File: src/rtl/truth_table_sweeper.sv
// truth_table_sweeper: sweeps a,b,c,d over all 16 vectors and captures two 4-input function truth tables.
// Optional STOP_ON_MISMATCH_EN ends the sweep at the first mismatching vector and reports fail_index.
module truth_table_sweeper #(
  parameter int SETTLE_CYCLES = 1
) (
  input  logic        clk,
  input  logic        rst,
  input  logic        start,
  input  logic [15:0] expected,
  input  logic        f0_in,
  input  logic        f1_in,
  output logic        a,
  output logic        b,
  output logic        c,
  output logic        d,
  output logic        busy,
  output logic        done,
  output logic [15:0] table0,
  output logic [15:0] table1,
  output logic [15:0] mismatch,
  output logic        pass
`ifdef STOP_ON_MISMATCH_EN
  ,
  output logic [3:0]  fail_index
`endif
);
  typedef enum logic [1:0] {IDLE, HOLD, SAMPLE, DONE} state_t;
  state_t state;
  logic [3:0] idx, cnt;
  logic [15:0] exp_q, mm_next;
  logic miss, last;
  assign miss = (f0_in != exp_q[idx]) || (f1_in != exp_q[idx]);
  assign mm_next = mismatch | (16'(miss) << idx);
`ifdef STOP_ON_MISMATCH_EN
  assign last = (idx == 4'd15) || miss;
`else
  assign last = idx == 4'd15;
`endif
  always_ff @(posedge clk or posedge rst) begin
    if (rst) begin
      state <= IDLE;
      {a, b, c, d} <= 4'd0;
      busy <= 1'b0;
      done <= 1'b0;
      table0 <= '0;
      table1 <= '0;
      mismatch <= '0;
      pass <= 1'b0;
      cnt <= '0;
      idx <= '0;
      exp_q <= '0;
`ifdef STOP_ON_MISMATCH_EN
      fail_index <= '0;
`endif
    end else begin
      done <= 1'b0;
      case (state)
        IDLE: if (start) begin
          exp_q <= expected;
          table0 <= '0;
          table1 <= '0;
          mismatch <= '0;
          pass <= 1'b0;
          idx <= '0;
          cnt <= '0;
          {a, b, c, d} <= 4'd0;
          busy <= 1'b1;
          state <= HOLD;
`ifdef STOP_ON_MISMATCH_EN
          fail_index <= '0;
`endif
        end
        HOLD: if (cnt == 4'(SETTLE_CYCLES - 1)) state <= SAMPLE;
              else cnt <= cnt + 4'd1;
        SAMPLE: begin
          table0[idx] <= f0_in;
          table1[idx] <= f1_in;
          mismatch <= mm_next;
          if (last) begin
            state <= DONE;
            done <= 1'b1;
            busy <= 1'b0;
            pass <= mm_next == 16'd0;
`ifdef STOP_ON_MISMATCH_EN
            fail_index <= miss ? idx : 4'd0;
`endif
          end else begin
            idx <= idx + 4'd1;
            {a, b, c, d} <= idx + 4'd1;
            cnt <= '0;
            state <= HOLD;
          end
        end
        default: state <= IDLE;
      endcase
    end
  end
endmodule

File: config.mk
export PLATFORM = sky130hd
export DESIGN_NAME = truth_table_sweeper
export DESIGN_NICKNAME = d
export VERILOG_FILES = /design/src/rtl/truth_table_sweeper.sv
export SDC_FILE = /design/constraint.sdc
export NUM_CORES = 1
export LEC_CHECK = 0
export ABC_AREA = 1
export BUFFER_PORTS_ARGS = -buffer_cell sky130_fd_sc_hd__buf_4
export CORE_UTILIZATION = 55
export DETAILED_ROUTE_END_ITERATION = 8
export PLACE_DENSITY = 0.8
export REMOVE_ABC_BUFFERS = 1
export SLEW_MARGIN = 15
export SYNTH_ARGS = -nofsm -noshare
export SYNTH_HDL_FRONTEND = slang
export SYNTH_SLANG_ARGS = --single-unit
File: constraint.sdc
create_clock -name clk -period 2.5 [get_ports clk]
set_input_delay 0.25 -clock clk [delete_from_list [all_inputs] [get_ports clk]]
set_output_delay 0.25 -clock clk [all_outputs]
set_load 0.01 [all_outputs]
# ---- Yosys cells after proc, flatten, opt, wreduce, memory -nomap -nowiden
# Index checks and enable logic that the tools add are counted.
dict set report op_classes {
  addsub 2
  order_cmp 2
  n_eq_ne 10
  n_shift 1
  mux 36
  bitwise_logic 1
  n_reduce_logical 13
}
# operator count
set op_table {}
lappend op_table {{$pmux W16 S2} 3}
lappend op_table {{$bwmux W16} 2}
lappend op_table {{$logic_not A16 Y1} 1}
lappend op_table {{$mux W16} 1}
lappend op_table {{$mux W4} 4}
lappend op_table {{$or A16 B16 Y16} 1}
lappend op_table {{$shl A1 B4 Y16} 1}
lappend op_table {{$mux W1} 12}
lappend op_table {{$pmux W1 S2} 6}
lappend op_table {{$pmux W4 S3} 1}
lappend op_table {{$ne A2 B2 Y1 const B} 5}
lappend op_table {{$add A4 B1 Y4 const B} 2}
lappend op_table {{$pmux W4 S2} 1}
lappend op_table {{$mux W2} 3}
lappend op_table {{$pmux W2 S3} 1}
lappend op_table {{$reduce_and A2 Y1} 3}
lappend op_table {{$reduce_and A3 Y1} 2}
lappend op_table {{$lt A4 B5 Y1 const B} 1}
lappend op_table {{$bmux W1 S4} 1}
lappend op_table {{$demux W1 S4} 1}
lappend op_table {{$eq A4 B4 Y1 const B} 1}
lappend op_table {{$ge A4 B1 Y1 const B} 1}
lappend op_table {{$logic_not A4 Y1} 1}
lappend op_table {{$reduce_and A4 Y1} 1}
lappend op_table {{other kinds (8)} 9}
dict set report totals {
  register_bits 81
  out_inout_bits 55
  word_cells 79
}

# ---- Depth between registers and ports, before layout
# Gate-level depths: netlist of run 1.
dict set report logic_depth {
  depth_word 9
  ltp_mapped 19
  mapped_depth_nobuf 17
}

# ---- Worst setup path before layout of run 1
# No wires, ideal clock.
dict set report synth_timing {
  path_kind {register to register}
  startpoint {reg, netlist name d}
  endpoint {reg pass}
  setup_ps 117
  t_arrival_ps 1812
  required_time_ps 2383
  path_slack_ps 571
  path_stages_with_launch 19
  path_buffers 2
  synth_period_minus_slack_ps 1929
  cell_sequence {dfrtp_1 > buf_6 > inv_8 > buf_12 > nand2_2 > nand3_2 > nand2_2 > nand2_2 > nand2_4 > o21ai_4 > nand3_2 > nor2_2 > nand3_1 > nand2_1 > inv_2 > nand2_2 > nor2_1 > nand3_1 > nand2_1}
}
# item line
set synth_lines {}
lappend synth_lines {{to (signal assigned)} 48} ;# pass <= 1'b0;
lappend synth_lines {{to (signal assigned)} 63} ;# pass <= 1'b0;
lappend synth_lines {{to (signal assigned)} 83} ;# pass <= mm_next == 16'd0;
lappend synth_lines {{to (decl)} 21} ;# output logic pass

==> flow_summary_export.csv, run 1 <==
group,metric,value,unit
detailed_routing,drc,13,
final_layout,nets,556,
outcome,violations,"design-rule violations",
sta,slew_headroom,60.7,%
logic_synthesis,muxShareOfSynthArea,0,%
cts,clk_path_buf_depth,2,
final_layout,insertedDiodeCount,0,
sta,rsz0062_at_grt,"no",
logic_synthesis,synth_seq_cells,77,
cts,cts_buffers,9,
sta,timing.final.max_slew_violations,0,
grt,grt_pass1_vias,3377,
logic_synthesis,syn_area_per_cell,8.30,um^2
logic_synthesis,yosysWarnings,0,
detailed_routing,vias_per_cell,5.50,
cts,path_clk_slew,80,ps
critical_path,r2r_slack,250,ps
detailed_routing,drtIter0Drc,207,
pwr,swShare,37.4,%
cts,h-tree-depth,3,
sta,final.period_utilization,89.9,%
outcome,status,"complete, but fails checks",
pwr,p_comb_share,35.6,%
placement,pre_cts_ws,285,ps
logic_synthesis,synth_cells,447,
critical_path,crit_chain,"nand2_1 -> inv_1 -> nand2_1 -> nor2_1 -> nand3_1 -> nor2_1 -> nand3_1 -> nor2_1 -> nand3_1 -> nand2_1",
critical_path,cp_slowest_cell,"dfrtp_1",
sta,fmax,445,MHz
detailed_routing,wl_per_cell,15.0,um
logic_synthesis,synth_top_area_cell,"dfrtp_1",
detailed_routing,firstDrtPassIters,7,
cts,post_cts_buffers,0,
placement,routabilityCongestion,0.866,
pwr,p_leak,2.35,nW
sta,worst_slew_pin_slew,588,ps
sta,finalHoldViolCount,0,
logic_synthesis,synth-seq-area-share,51.9,%
pwr,pwr-share-seq,38.4,%
grt,grt_max_degree,34,
pwr,p_int,2.63,mW
grt,grt_pass1_wl,15500,um
pwr,clockPowerShare,26.1,%
logic_synthesis,syn-cell-area,0.00371,mm^2
critical_path,worstSetupPathType,"register to register",
placement,dp_hpwl,6420,um
sta,finalClockSkew,5.73,ps
cts,root_buffer,"clkbuf_8",
flow_run,cap_violations,0,
pwr,vdd_drop_max,0.000702,V
critical_path,cp.arrival,2530,ps
pwr,power_density,915,mW/mm^2
sta,min_period,2250,ps
grt,grt_usage,27.9,%
pwr,power.switching,1.57,mW
logic_synthesis,synth_top_family_by_area,"simple AND/OR/NAND/NOR gates",
critical_path,end_kind,"register",
critical_path,path_max_fanout,12,
floorplan,start_util,57.8,%
floorplan,core-area,0.00642,mm^2
detailed_routing,vias,3353,
sta,fin_ws,254,ps
grt,overflow,0,
critical_path,crit_required,2790,ps
final_layout,fin_util,71.5,%
sta,finalSetupViolations,0,
floorplan,dieHeight,84.1,um
placement,portBuffers,75,
logic_synthesis,synth_adder_area_share,2.02,%
critical_path,startpoint_type,"register",
detailed_routing,final_antenna_net_count,0,
logic_synthesis,netlist.area_leader.share,51.9,%
floorplan,io_pins,76,
cts,cts_tree,"yes",
detailed_routing,drt-total-wl,9130,um
logic_synthesis,synthDistinctLibCells,29,
floorplan,rows,29,
cts,numClockSinks,77,
logic_synthesis,synth_compound_area_share,14.1,%
critical_path,cp_slowest_stage_delay,610,ps
floorplan,die_w,84.1,um
floorplan,die_area,0.00708,mm^2
min_path,hp-class,"primary input to register",
grt,antenna_found_initial,0,
final_layout,layout-drive-gt1-share,24.8,%
cts,clk_latency,350,ps
logic_synthesis,synth-simple-area-share,20.5,%
logic_synthesis,synthTopCellsByArea,"dfrtp_1, nand2_1, inv_1",
final_layout,area_growth,23.8,%
sta,setup_tns,0,ps
logic_synthesis,synth-xor-area-share,0,%
critical path, delay by kind of cell, from the launching register on:
kind	cells	cell delay (ps)
flip-flops	1	610
buffers and inverters	1	230
AND/OR/NAND/NOR	9	1330
area by class of cell:
cell class	count	area (um^2)
Clock buffer	10	128
Fill cell	516	1830
Multi-Input combinational cell	268	1360
Inverter	87	334
Clock inverter	5	100
Sequential cell	77	1930
Tap cell	77	96.3
Timing Repair Buffer	86	648
cell usage in the layout (no fill, tap or decap):
cell | Yosys | layout
ha_1 | 6 | 6
dfrtp_1 | 77 | 76
inv_8 | 1 | 1
nand2_2 | 10 | 10
nand3_2 | 3 | 3
nand4_1 | 4 | 4
nor2_1 | 31 | 31
dlygate4sd3_1 | 0 | 1
nand3_1 | 26 | 26
inv_2 | 10 | 11
nor2_2 | 3 | 3
o21ai_4 | 1 | 1
dfrtp_2 | 0 | 1
nor3_1 | 1 | 1
nor3b_1 | 1 | 1
buf_4 | 0 | 85
a22o_1 | 2 | 2
o21bai_1 | 2 | 2
clkbuf_8 | 0 | 9
a21oi_1 | 13 | 13
or2_2 | 1 | 1
inv_1 | 76 | 75
o22ai_1 | 32 | 32
nand2_1 | 88 | 88
bufinv_16 | 0 | 3
and2_1 | 1 | 1
nand2_4 | 2 | 2
clkbuf_1 | 9 | 1
clkinv_2 | 0 | 2
a31o_1 | 1 | 1
o21ai_0 | 40 | 40
state kept, by name (all words and copies together), names as in the netlist:
| register | count |
|---|---|
| cnt | 4 |
| done | 1 |
| mismatch | 16 |
| busy | 1 |
| c | 1 |
| state | 2 |
| b | 1 |
| table0 | 16 |
| d | 1 |
| exp_q | 16 |
| idx | 1 |
| table1 | 16 |
| pass | 1 |
cell usage after synthesis (all sizes together):
master / number
ha: 6
or2: 1
a22o: 2
nor3: 1
nand4: 4
a31o: 1
nor2: 34
and2: 1
nand2: 100
o21ai: 41
nand3: 29
dfrtp: 77
o22ai: 32
clkbuf: 9
a21oi: 13
buf: 6
inv: 87
nor3b: 1
o21bai: 2
power groups by stage:
| stage | logic [mW] | registers, mW | clock network [mW] |
|---|---|---|---|
| 4_1_cts | 1.49 | 1.61 | 1.10 |
| 3_3_place_gp | 1.43 | 1.62 | 0 |
| 6_report | 1.50 | 1.61 | 1.10 |
| 3_5_place_dp | 1.47 | 1.63 | 0 |
| 2_1_floorplan | 1.00 | 1.63 | 0 |
| 5_1_grt | 1.69 | 1.64 | 1.15 |
final timing paths:
| path | startpoint | end | cells after the start |
|---|---|---|---|
| max | b$_DFFE_PP0P_ | pass$_DFFE_PP0P_ | 10 |
| min | expected[3] | exp_q[3]$_DFFE_PP0P_ | 3 |
| max reg2reg | b$_DFFE_PP0P_ | pass$_DFFE_PP0P_ | 10 |
| min reg2reg | busy$_DFFE_PP0P_ | busy$_DFFE_PP0P_ | 2 |
| max in group asynchronous | rst | d$_DFFE_PP0P_ | 4 |
| min in group asynchronous | rst | table1[1]$_DFFE_PP0P_ | 3 |
metal layers:
layer | up-vias | part of all wire, % | global-route usage, %
met1 | 1614 | 41 | 35.6
met4 | 0 | 1.6 | 12.5
met3 | 15 | 5.7 | 4.23
li1 | 1588 | - | -
met5 | - | 0 | 0
met2 | 136 | 51 | 47.6
repair_timing:
| action | in CTS | in global routing |
|---|---|---|
| setup endpoints to repair | 0 | 1 |
| hold buffers | 1 | 0 |
| endpoints found under the hold margin | 26 | 0 |
| gates resized for setup | 0 | 1 |
through the flow:
step	total power, mW	area [um^2]	hold slack (ps)	instances
after floorplan	2.63	3620	371	432
after global placement	3.05	4350	324	594
after detailed placement	3.10	4350	335	594
after CTS	4.20	4590	97.0	610
after global routing	4.48	4590	111	610
final	4.20	4590	106	610
kinds of logic after synthesis:
| family | Yosys count |
|---|---|
| compound gates | 91 |
| fa+ha+maj | 6 |
| buf+inv | 102 |
| flops | 77 |
| simple gates | 171 |
(Power assumes the default switching activity.)
==> run 2, diff against run 1 <==
- CORE_ASPECT_RATIO: not set -> 1.1
- CORE_UTILIZATION: 55 -> 35
- PLACE_DENSITY: 0.8 -> not set
==> run 2 against run 1 <==
  * Worst setup slack better by 76 ps
  * Cell count up 11%
  * Global-route usage down 9.7 points
  * Via count down 3.3%
  * Largest power group unchanged
  * First-iteration DRC count down 12%
  * Clock-buffer cell count unchanged
  * The run now ends clean
  * Critical endpoint unchanged
  * Sequential share of layout area down 1.8 points
==> flow_summary_export.csv, run 2 (synthesized netlist as in run 1, its figures left out) <==
group,metric,value,unit
floorplan,dieHeight,110,um
cts,numClockSinks,77,
pwr,p_int,2.97,mW
cts,clk_latency,330,ps
final_layout,final_common_cell,"nand2_1",
grt,top_usage_layer,"met2",
critical_path,startpoint_type,"register",
cts,root_buffer,"clkbuf_16",
detailed_routing,firstDrtPassIters,4,
floorplan,io_pins,76,
critical_path,path_max_fanout,14,
detailed_routing,final_antenna_net_count,0,
pwr,clockPowerShare,32.4,%
detailed_routing,drc,0,
cts,ctsResizeCount,0,
final_layout,fillers,1038,
outcome,status,"finished clean",
detailed_routing,vias_per_cell,4.79,
final_layout,fin_util,46.4,%
cts,cts_buffers,9,
critical_path,end_kind,"register",
floorplan,core-area,0.0103,mm^2
cts,h-tree-depth,3,
critical_path,crit_required,2720,ps
flow_run,cap_violations,0,
floorplan,die_area,0.0110,mm^2
grt,grt_usage,18.2,%
floorplan,rows,39,
sta,fin_ws,329,ps
sta,finalHoldViolCount,0,
final_layout,insertedDiodeCount,0,
final_layout,area_growth,29.3,%
placement,portBuffers,75,
final_layout,layout-drive-gt1-share,24.9,%
sta,final.period_utilization,86.8,%
min_path,hp-class,"primary input to asynchronous set/reset pin",
final_layout,nets,556,
cts,hold_buffers,0,
sta,finalClockSkew,5.40,ps
pwr,swShare,35.5,%
grt,grtUsageMet3,3.47,%
sta,setup_tns,0,ps
sta,timing.final.max_slew_violations,0,
cts,path_clk_slew,60,ps
placement,placed_cells,661,
sta,slew_headroom,39.7,%
sta,min_period,2170,ps
cts,post_cts_buffers,0,
critical_path,cp.arrival,2390,ps
final_layout,mostFrequentLayoutCells,"nand2_1, buf_4, dfrtp_1, inv_1, o21ai_0",
grt,use_met2,30.3,%
detailed_routing,drtIter0Drc,183,
placement,dp_hpwl,6690,um
floorplan,start_util,35.9,%
pwr,power_density,958,mW/mm^2
sta,rsz0062_at_grt,"no",
floorplan,die_w,100,um
sta,worst_hold_slack,123,ps
sta,worst_slew_pin_slew,903,ps
pwr,pwr-share-seq,34.8,%
pwr,p_comb_share,32.9,%
grt,use_met1,23.3,%
critical_path,worstSetupPathType,"register to register",
cts,cts_tree,"yes",
pwr,vdd_drop_max,0.000360,V
placement,pre_cts_ws,359,ps
sta,finalSetupViolations,0,
grt,grt_pass1_wl,15100,um
final_layout,layoutNonFillerInstCount,677,
pwr,p_leak,2.41,nW
placement,routabilityCongestion,0.798,
grt,antenna_found_initial,0,
grt,grt_max_degree,41,
grt,overflow,0,
sta,fmax,461,MHz
cts,clk_path_buf_depth,2,
detailed_routing,wl_per_cell,13.9,um
grt,grt_pass1_vias,3043,
detailed_routing,vias,3242,
detailed_routing,drt-total-wl,9410,um
pwr,power.switching,1.63,mW
-- run 2: cell count changes in the layout (fill, tap and decap cells not counted), sizes merged --
cell,previous run,this run
buf,85,86
clkinvlp,0,1
dlygate4sd3,1,0
-- run 2: layout make-up --
| type | count | area (um^2) | area share, % |
|---|---|---|---|
| multi-input cells | 268 | 1360 | 28.3 |
| inverters | 87 | 334 | 6.96 |
| clock buffers | 10 | 229 | 4.77 |
| well taps | 143 | 179 | 3.73 |
| repair buffers | 86 | 658 | 13.7 |
| flip-flops and latches | 77 | 1930 | 40.2 |
| clock inverters | 6 | 111 | 2.32 |
-- run 2: worst max-delay path, stage by stage, from the launching register on --
cell and delay [ps]:
dfrtp_1 560, inv_8 200, nand2_1 60, nand3_1 70, nand2_1 70, nand2_2 80
nand2_4 60, o21ai_4 200, nand3_2 120, nor2_2 160, nand3_1 110, nand2_1 100
inv_2 40, nand2_1 70, nor2_1 50, nand3_1 60, nand2_1 50
-- run 2: path summary, 6_finish.rpt --
path,start,endpoint,slack (ps),depth (start not counted)
max,d$_DFFE_PP0P_,pass$_DFFE_PP0P_,330,16
min,rst,table0[5]$_DFFE_PP0P_,120,2
max reg2reg,d$_DFFE_PP0P_,pass$_DFFE_PP0P_,330,16
min reg2reg,busy$_DFFE_PP0P_,busy$_DFFE_PP0P_,480,2
max in group asynchronous,rst,mismatch[4]$_DFFE_PP0P_,1680,3
min in group clk,expected[8],exp_q[8]$_DFFE_PP0P_,130,3
-- run 2: power by group through the flow --
stage               logic (mW)  clock network (mW)  registers, mW
floorplan                 1.00                   0           1.63
global placement          1.49                   0           1.62
detailed placement        1.52                   0           1.62
CTS                       1.52                1.51           1.60
global route              1.70                1.58           1.63
finish                    1.51                1.49           1.60
-- run 2: per-stage QoR --
stage	total power, mW	cell area (um^2)
6_report	4.60	4800
2_1_floorplan	2.63	3620
5_1_grt	4.90	4800
3_3_place_gp	3.11	4460
4_1_cts	4.64	4800
3_5_place_dp	3.14	4460
-- run 2: layer usage --
| layer | vias up | routed length [um] |
|---|---|---|
| met2 | 104 | 4590 |
| met3 | 10 | 494 |
| met5 | - | 0 |
| li1 | 1600 | - |
| met1 | 1528 | 4170 |
| met4 | 0 | 157 |
